`src/rtl/div_seq_pkg.sv`:
```
// Shared definitions for the sequential divider.
//   - FSM state encodings for the divide controller (2 bits)
//   - start/stop and result-ready control constants
//   - EX-stage decode constants for the two divide opcodes
package div_seq_pkg;

  typedef enum logic [1:0] {
    DivFree   = 2'b00,
    DivByZero = 2'b01,
    DivOn     = 2'b10,
    DivEnd    = 2'b11
  } div_state_e;

  localparam logic DivStart          = 1'b1;
  localparam logic DivStop           = 1'b0;
  localparam logic DivResultReady    = 1'b1;
  localparam logic DivResultNotReady = 1'b0;

  // ALU operation codes the ID stage hands to EX for divides.
  localparam logic [7:0] EXE_DIV_OP  = 8'b0001_1010;
  localparam logic [7:0] EXE_DIVU_OP = 8'b0001_1011;

endpackage : div_seq_pkg

```
`src/rtl/div_seq_step.sv`:
```
// One restoring-division step (combinational).
//   r      : current partial remainder (DW bits)
//   q_msb  : next dividend bit shifted into the remainder
//   d      : divisor magnitude
//   r_next : partial remainder after the trial subtract
//   q_bit  : quotient bit produced by this step
// Kept separate so the divider can later be unrolled to several
// bits per cycle by chaining instances.
module div_step #(
  parameter int DW = 32
) (
  input  logic [DW-1:0] r,
  input  logic          q_msb,
  input  logic [DW-1:0] d,
  output logic [DW-1:0] r_next,
  output logic          q_bit
);

  // The trial value is one bit wider than the divisor so a divisor with
  // its MSB set still compares correctly against the shifted remainder.
  logic [DW:0]   trial;
  logic [DW-1:0] diff;

  always_comb begin
    trial  = {r, q_msb};
    q_bit  = (trial >= {1'b0, d});
    // When the subtract is taken the true difference is below d, so the
    // low DW bits of the modular subtraction are exact.
    diff   = trial[DW-1:0] - d;
    r_next = q_bit ? diff : trial[DW-1:0];
  end

endmodule : div_step

```
`src/rtl/div_seq.sv`:
```
// Multi-cycle DIV/DIVU unit for the EX stage.
// Performs a DW-iteration restoring division on operand magnitudes and
// applies the signs afterwards. Returns {remainder, quotient} for HI/LO.
//   clk, rst   : clock, synchronous active-high reset
//   signed_div : 1 = DIV, 0 = DIVU (sampled with start in IDLE)
//   opdata1    : dividend (rs)
//   opdata2    : divisor (rt)
//   start      : divide request, held until ready is seen
//   annul      : cancel; aborts any operation, wins over start
//   result     : {remainder, quotient}, registered
//   ready      : result valid, registered
//   stallreq   : combinational stall request to the pipeline controller
module div_seq
  import div_seq_pkg::*;
#(
  parameter int DW = 32
) (
  input  logic            clk,
  input  logic            rst,
  input  logic            signed_div,
  input  logic [DW-1:0]   opdata1,
  input  logic [DW-1:0]   opdata2,
  input  logic            start,
  input  logic            annul,
  output logic [2*DW-1:0] result,
  output logic            ready,
  output logic            stallreq
);

  localparam int            CW   = $clog2(DW);
  localparam logic [CW-1:0] LAST = CW'(DW - 1);

  div_state_e state, state_nxt;

  logic          load, step_en, finish, zero_done, clear;
  logic [DW-1:0] div_d, div_q, div_r;
  logic          sign_q, sign_r;
  logic [CW-1:0] cnt;
  logic [DW-1:0] r_next, q_next;
  logic          q_bit;
  logic          op1_neg, op2_neg;

  function automatic logic [DW-1:0] cond_neg(input logic neg, input logic [DW-1:0] v);
    logic signed [DW-1:0] sv;
    sv = $signed(v);
    return neg ? $unsigned(-sv) : v;
  endfunction

  assign op1_neg  = signed_div & opdata1[DW-1];
  assign op2_neg  = signed_div & opdata2[DW-1];
  assign q_next   = {div_q[DW-2:0], q_bit};
  assign stallreq = start & ~annul & ~ready;

  div_step #(.DW(DW)) u_step (
    .r      (div_r),
    .q_msb  (div_q[DW-1]),
    .d      (div_d),
    .r_next (r_next),
    .q_bit  (q_bit)
  );

  always_ff @(posedge clk) begin
    if (rst) state <= DivFree;
    else     state <= state_nxt;
  end

  always_comb begin
    state_nxt = state;
    load      = 1'b0;
    step_en   = 1'b0;
    finish    = 1'b0;
    zero_done = 1'b0;
    clear     = 1'b0;
    unique case (state)
      DivFree: begin
        if ((start == DivStart) && !annul) begin
          if (opdata2 == '0) begin
            state_nxt = DivByZero;
          end else begin
            state_nxt = DivOn;
            load      = 1'b1;
          end
        end
      end
      DivByZero: begin
        if (annul) begin
          state_nxt = DivFree;
          clear     = 1'b1;
        end else begin
          state_nxt = DivEnd;
          zero_done = 1'b1;
        end
      end
      DivOn: begin
        if (annul) begin
          state_nxt = DivFree;
          clear     = 1'b1;
        end else begin
          step_en = 1'b1;
          if (cnt == LAST) begin
            state_nxt = DivEnd;
            finish    = 1'b1;
          end
        end
      end
      DivEnd: begin
        // Leaving DONE (start dropped or annulled) clears the result.
        if ((start == DivStop) || annul) begin
          state_nxt = DivFree;
          clear     = 1'b1;
        end
      end
      default: state_nxt = DivFree;
    endcase
  end

  always_ff @(posedge clk) begin
    if (rst) begin
      div_d  <= '0;
      div_q  <= '0;
      div_r  <= '0;
      sign_q <= 1'b0;
      sign_r <= 1'b0;
      cnt    <= '0;
      result <= '0;
      ready  <= DivResultNotReady;
    end else begin
      if (load) begin
        div_d  <= cond_neg(op2_neg, opdata2);
        div_q  <= cond_neg(op1_neg, opdata1);
        div_r  <= '0;
        sign_q <= op1_neg ^ op2_neg;
        sign_r <= op1_neg;
        cnt    <= '0;
      end
      if (step_en) begin
        div_r <= r_next;
        div_q <= q_next;
        cnt   <= cnt + 1'b1;
      end
      if (finish) begin
        // Signed MIN / -1 wraps naturally: the negated magnitude is MIN.
        result <= {cond_neg(sign_r, r_next), cond_neg(sign_q, q_next)};
        ready  <= DivResultReady;
      end
      if (zero_done) begin
        result <= '0;
        ready  <= DivResultReady;
      end
      if (clear) begin
        result <= '0;
        ready  <= DivResultNotReady;
      end
    end
  end

endmodule : div_seq

```
`config.mk`:
```
export PLATFORM = sky130hd
export DESIGN_NAME = div_seq
export DESIGN_NICKNAME = d
export VERILOG_FILES = /design/src/rtl/div_seq_pkg.sv /design/src/rtl/div_seq_step.sv /design/src/rtl/div_seq.sv
export SDC_FILE = /design/constraint.sdc
export NUM_CORES = 1
export LEC_CHECK = 0
export BUFFER_PORTS_ARGS = -buffer_cell sky130_fd_sc_hd__buf_2
export CORE_MARGIN = 2
export CORE_UTILIZATION = 54
export CTS_CLUSTER_DIAMETER = 40
export CTS_CLUSTER_SIZE = 40
export DETAILED_ROUTE_END_ITERATION = 10
export HOLD_SLACK_MARGIN = 0.05
export PLACE_DENSITY = 0.78
export SKIP_LAST_GASP = 1
export SLEW_MARGIN = 20
export SYNTH_ARGS = -nofsm -noshare
export SYNTH_HDL_FRONTEND = slang
export SYNTH_SLANG_ARGS = --single-unit
```
`constraint.sdc`:
```
create_clock -name clk -period 5.2 [get_ports clk]
set_input_delay 1.04 -clock clk [delete_from_list [all_inputs] [get_ports clk]]
set_output_delay 1.04 -clock clk [all_outputs]
set_load 0.005 [all_outputs]
```
# Yosys cells after proc, flatten, opt, wreduce, memory -nomap -nowiden
# Index checks and enable logic that the tools add are counted.
totals:
  input_bits: 69
  out_inout_bits: 66
  wordCells: 74
  reg_bits: 170
classes:
  eq_ne: 7
  addsub: 6
  order_cmp: 1
  bitwise: 8
  n_reduce_logical: 11
  n_mux: 32
ops:
  columns: ["op", "n"]
  rows:
  - ["32-bit 2-to-1 mux", 9]
  - ["32-bit negation", 4]
  - ["33-bit by 32-bit greater-or-equal comparator with 1-bit output", 1]
  - ["32-bit zero test", 1]
  - ["32-bit subtractor", 1]
  - ["1-bit 2-to-1 mux", 13]
  - ["2-bit 2-to-1 mux", 6]
  - ["5-bit 2-to-1 mux", 2]
  - ["2-bit case mux with 4 select lines", 1]
  - ["5-bit by 1-bit adder with 5-bit output, second input constant", 1]
  - ["5-bit equality test, second input constant", 1]
  - ["1-bit bitwise AND", 4]
  - ["2-bit equality test, second input constant", 2]
  - ["2-bit != test, second input constant", 2]
  - ["2-bit nonzero test", 2]
  - ["2-bit OR reduction", 2]
  - ["3-bit != test, second input constant", 1]
  - ["1-bit inverter", 3]
  - ["3-bit AND reduction", 1]
  - ["3-bit OR reduction", 1]
  - ["2-bit by 1-bit equality test with 1-bit output, second input constant", 1]
  - ["2-bit zero test", 1]
  - ["1-bit case mux with 2 select lines", 1]
  - ["1-bit logical AND", 1]
  - ["3 further kinds", 3]

# Depth between registers and ports, before layout
depth:
  depth_word: 6
  ltp_mapped: 26
  mapped_depth_nobuf: 21

# Modules after synthesis
# Synthesis repeated with hierarchy kept, for this count alone.
unflattened:
  hier_cells: 1393
  hier_area_um2: 11188.2
by_module_without_submodules:
  columns: ["mod", "instances", "area_each_um2", "cells_per_inst", "seq_area_each_um2"]
  rows:
  - ["div_seq", 1, 8857.2, 1070, 3403.3]
  - ["div_step", 1, 2331.0, 323, 0.0]

# Least setup slack after synthesis
# OpenSTA, ideal clock, no wires.
synth_timing:
  path_type: "reg2reg"
  from: "reg div_d[1]"
  to: "reg result[54]"
  stages_incl_launch_ff: 22
  required_time_ns: 5.069
  setup_slack_ns: -0.362
  period_less_slack_ns: 5.562
  n_path_buf: 4
  arrival_time_ns: 5.430
  setup_ns: 0.131
  cell_sequence: "dfxtp_1 > inv_1 > ha_1 > nor2b_1 > o2111ai_1 > a2111oi_0 > nand2b_1 > buf_2 > nand4_2 > nand2_2 > buf_2 > clkbuf_1 > buf_2 > mux2i_1 > ha_1 > or4b_2 > nand4b_1 > o31a_1 > or3_1 > o311a_1 > o21ai_0 > o211ai_1"
synth_between:
  elab_chain_len: 4
  elab_cells_between_ends: 5
  cone_classes: "add/sub (2); order compare (1); mux (2)"
synth_rtl:
  columns: ["element", "line", "rtl"]
  rows:
  - ["from (decl)", "div_seq.sv:36", "logic [DW-1:0] div_d, div_q, div_r;"]
  - ["from (signal assigned)", "div_seq.sv:129", "div_d <= cond_neg(op2_neg, opdata2);"]
  - ["32-bit subtractor / 33-bit by 32-bit greater-or-equal comparator with 1-bit output (equally long branches)", "div_seq_step.sv:29, div_seq_step.sv:26", null]
  - ["32-bit 2-to-1 mux (*)", "div_seq_step.sv:30", "r_next = q_bit ? diff : trial[DW-1:0];"]
  - ["32-bit negation", "div_seq.sv:46", "return neg ? $unsigned(-sv) : v;"]
  - ["32-bit 2-to-1 mux (*)", "div_seq.sv:46", null]
  - ["to (signal assigned)", "div_seq.sv:143", "result <= {cond_neg(sign_r, r_next), cond_neg(sign_q, q_next)};"]
  - ["to (decl)", "div_seq.sv:25", "output logic [2*DW-1:0] result,"]
# Every way passes the cells marked *; elsewhere a longest branch is shown, timed or not.
# A chain may end at the register's enable or synchronous reset.

# Worst setup path in the final report
# Ends and elaborated chain as after synthesis.

==> impl_summary.txt <==
----------------------------------------------------
[Timing]
  # setup viols final ... 0
  Clk_skew ... around 0.014 ns
  Headroom to the max-slew limit ... a little over a quarter
  Unrepaired setup endpoints after global routing ... no
  Post-layout minimum cycle time ... approximately 4.9 ns
  Max-slew violation total from the final report ... 0
  Ratio of final minimum period to clock period ... between 90% and 100%
  Tightest Pin Transition ... 1.10 ns
  Number of failing hold endpoints at the final stage ... 0
  Highest clock rate ... 203 MHz
  Total negative slack for setup checks ... 0 ns

[Clock network]
  Clk sinks ... 170
  Root buf cell ... clkbuf_16
  TritonCTS clock tree ... yes
  Clock transition at the registers of the reported paths ... ~0.07 ns
  Worst skew pair latency ... between 0.4 and 0.5 ns
  Largest buffer count on any clock path ... 2
  Number of buffers created by CTS ... 17
  H-tree level count ... 4
  Postcts setup bufs ... 0

[Placed design]
  DP HPWL ... between 20000 and 30000 µm
  Routability congestion estimate ... a little under 1
  Number of port buffers ... 134

[Worst setup path]
  Arrival @ worst endpoint ... 5.24 ns
  Critical register-to-register path startpoint ... div_d[1]
  Cell count of the worst reg-to-reg path ... 17
  Nature of the critical path startpoint ... flop
  Required time of the worst setup path ... between 5 and 6 ns
  Type of the worst setup path ... flop to flop
  Endpoint of the most critical register-to-register path ... result[54]
  Nature of the critical path endpoint ... flop
  Critical Path Fanout Max ... 9
  Register-to-register setup slack ... around 0.27 ns

[Floorplan]
  Core Region ... 21700 µm²
  Cell row count ... 54
  Die ar. ... between 20000 and 25000 µm²
  Die extent in x ... between 150 and 200 µm
  Effective utilization at floorplan ... between 50% and 60%
  Die Span Y ... ~150 µm
  Boundary pin count ... 135

[Synth]
  Main synth FF type ... dfxtp_1
  Number of enable-type register cells in the synthesized netlist ... 0
  Flop and latch count out of synthesis ... 170
  Synth Area per Inst ... around 7.4 µm²
  Post-synth net total ... ~1700
  Sequential area share after synthesis ... between 20% and 30%
  Post-synthesis async set-or-reset flop share ... 0%
  Cell area after technology mapping ... between 10000 and 15000 µm²
  Total of warnings raised by yosys ... 0
  Number of standard cells after synthesis ... about 1600
  Yosys cell types ... 78

[Cells and area]
  Share of post-route cells with drive strength above 1 ... between 10% and 20%
  Layout-stage area growth over the synthesis result ... 12.7%
  Final net count ... 1792
  Antenna diode count ... 0

[GRT]
  Wire length of the first global-routing pass ... between 50000 and 60000 µm
  Total GRT Usage ... between 30% and 40%
  Via count of the first global-routing pass ... 11200
  Number of antenna violations at the first check in global routing ... 0
  Largest net degree at the start of global routing ... roughly 110
  Overflow left after global routing ... 0

[Status]
  Status ... finished clean

[Job]
  Number of max-cap violations ... 0

[Power and ir drop]
  Reg power frac ... around a quarter
  Share of total power in combinational logic ... between 50% and 60%
  Maximum ir drop on the vdd rail ... around 230 µV
  Switching portion of total power ... a little under half
  Total power after layout ... approximately 6 mW
  Leakage component of the power ... roughly 5.3 nW
  Cell Int Power ... 3.29 mW
  NetSw ... 2.81 mW
  Power density relative to cell area ... 458 nW/µm²
  Clock share of power ... approximately 20%

[Drt]
  Initial DRC count ... approximately 1300
  Total via count in the routed design ... around 12000
  Residual DRC ... 0
  Mean routed wirelength per cell ... 18.8 µm
  Count of TritonRoute iterations in the first routing pass ... 6
  Post-route ant nets ... 0
  Total routed wirelength ... around 37000 µm
  Number of vias per cell ... 6.27

[Worst hold path]
  Worst Hold Class ... flop to flop
  Worst Hold Endpoint ... result[24]
  Number of cells on the worst hold path ... 2
  Origin of the worst min-delay path ... result[24]

----------------------------------------------------
logic make-up after synthesis:
logic type | count (synthesis) | synth area share, %
muxes | 32 | 2.77
DFF | 170 | 28.8
AOI/OAI and AO/OA | 444 | 24.5
and+or+nand+nor | 634 | 25.3
adders and majority gates | 43 | 4.61
buffers and inverters | 156 | 5.33
xor gates and xnor gates | 117 | 8.66
final cells by class:
class | instances | area [µm²]
Multi-Input combinational cell | 1270 | 7900
Clock buffer | 21 | 460
Tap cell | 280 | 350
Timing Repair Buffer | 169 | 937
Fill cell | 1978 | 8360
Inverter | 52 | 195
Clock inverter | 10 | 85.1
Sequential cell | 170 | 3400
through the flow:
stage,cell area [µm²],hold WS (ns),utilization (%),worst slack [ns],std cells
global placement,12700,0.437,58.6,0.381,1941
finish,13300,0.449,61.5,0.271,1972
global route,13300,0.478,61.5,0.0135,1972
detailed placement,12700,0.442,58.6,0.285,1941
CTS,13300,0.450,61.1,0.227,1972
floorplan,11900,0.432,-,0.0233,1596
sequential cells by signal (all words and copies together), names as in the netlist:
name and count:
result 64, div_d 32, div_q 32, div_r 32
cnt 5, state 2, ready 1, sign_q 1
sign_r 1
power groups by stage:
stage / Sequential, mW / Clock, mW / Combinational (mW)
final: 1.53 / 1.22 / 3.35
after global routing: 1.55 / 1.29 / 3.62
after CTS: 1.53 / 1.22 / 3.19
after detailed placement: 1.56 / 0 / 3.17
after global placement: 1.55 / 0 / 3.13
after floorplan: 1.51 / 0 / 2.35
cells in the mapped netlist, drive strengths merged (4+ instances only):
cell type	number	area, µm²
nor2	199	747
nand2	175	659
dfxtp	170	3400
a21oi	119	596
clkbuf	84	328
nand3	69	345
o21ai	69	357
a211oi	68	510
xor2	61	534
xnor2	56	490
a31oi	53	332
inv	52	195
ha	42	526
nor3	31	155
mux2i	26	260
nor4	22	138
o31ai	22	165
nand4	21	138
or3	20	130
and3	19	119
buf	18	90.1
a22oi	14	105
nand2b	14	87.6
o41ai	13	121
o21a	12	90.1
o211ai	11	82.6
or2	11	71.3
or4	11	97.6
and2	10	62.6
a21o	9	67.6
nand3b	9	67.6
nor2b	7	43.8
o31a	7	61.3
mux2	6	67.6
a211o	5	43.8
nor3b	5	37.5
o21bai	5	37.5
and4	4	35.0
cell usage in the layout (no fill, tap or decap), drive strengths merged, types with 20 or more instances in the layout:
cell type,netlist,routed
nand4,21,21
a211oi,68,68
or3,20,20
a21oi,119,119
xor2,61,61
nor2,199,199
dfxtp,170,170
ha,42,42
nor3,31,31
o21ai,69,69
nand3,69,69
nand2,175,175
clkbuf,84,21
buf,18,169
xnor2,56,56
mux2i,26,26
nor4,22,22
a31oi,53,53
inv,52,57
o31ai,22,22
critical path, cell delays in order (launching register included):
cell and delay, ns:
dfxtp_1 0.33, inv_1 0.11, ha_1 0.32, nor2b_1 0.17, o2111ai_1 0.16, a2111oi_2 0.40, nand2b_4 0.22, nand4_4 0.20
nand2_4 0.18, mux2i_4 0.26, ha_2 0.23, or4b_2 0.60, nand4b_1 0.28, o31a_1 0.35, or3_4 0.42, o311a_1 0.29
o21ai_0 0.16, o211ai_1 0.10
worst max path at each step:
stage / startpoint / end / slack (ns) / depth (start not counted)
finish: div_d[1] / result[54] / 0.27 / 17
detailed placement: div_r[21] / result[54] / 0.29 / 16
CTS: div_d[1] / result[54] / 0.23 / 17
floorplan: div_d[9] / result[54] / 0.02 / 22
global route: div_d[1] / result[54] / 0.01 / 17
global placement: div_r[11] / result[54] / 0.38 / 16
what timing repair did:
| item | in CTS | in global routing |
|---|---|---|
| endpoints found under the setup margin | 0 | 5 |
| gates resized for setup | 0 | 17 |
| hold buffers | 0 | 0 |
routing by layer:
layer  wire, µm  vias to the layer above  part of all wire [%]  GRT usage, %
met3       3600                       82                   9.7          7.36
met5          0                        -                     0             0
met4        822                        0                   2.2          7.79
met2      15600                      597                    42          46.3
li1           -                     5944                     -             -
met1      17100                     5742                    46          46.2
No activity file was read; power rests on OpenSTA's default activity.
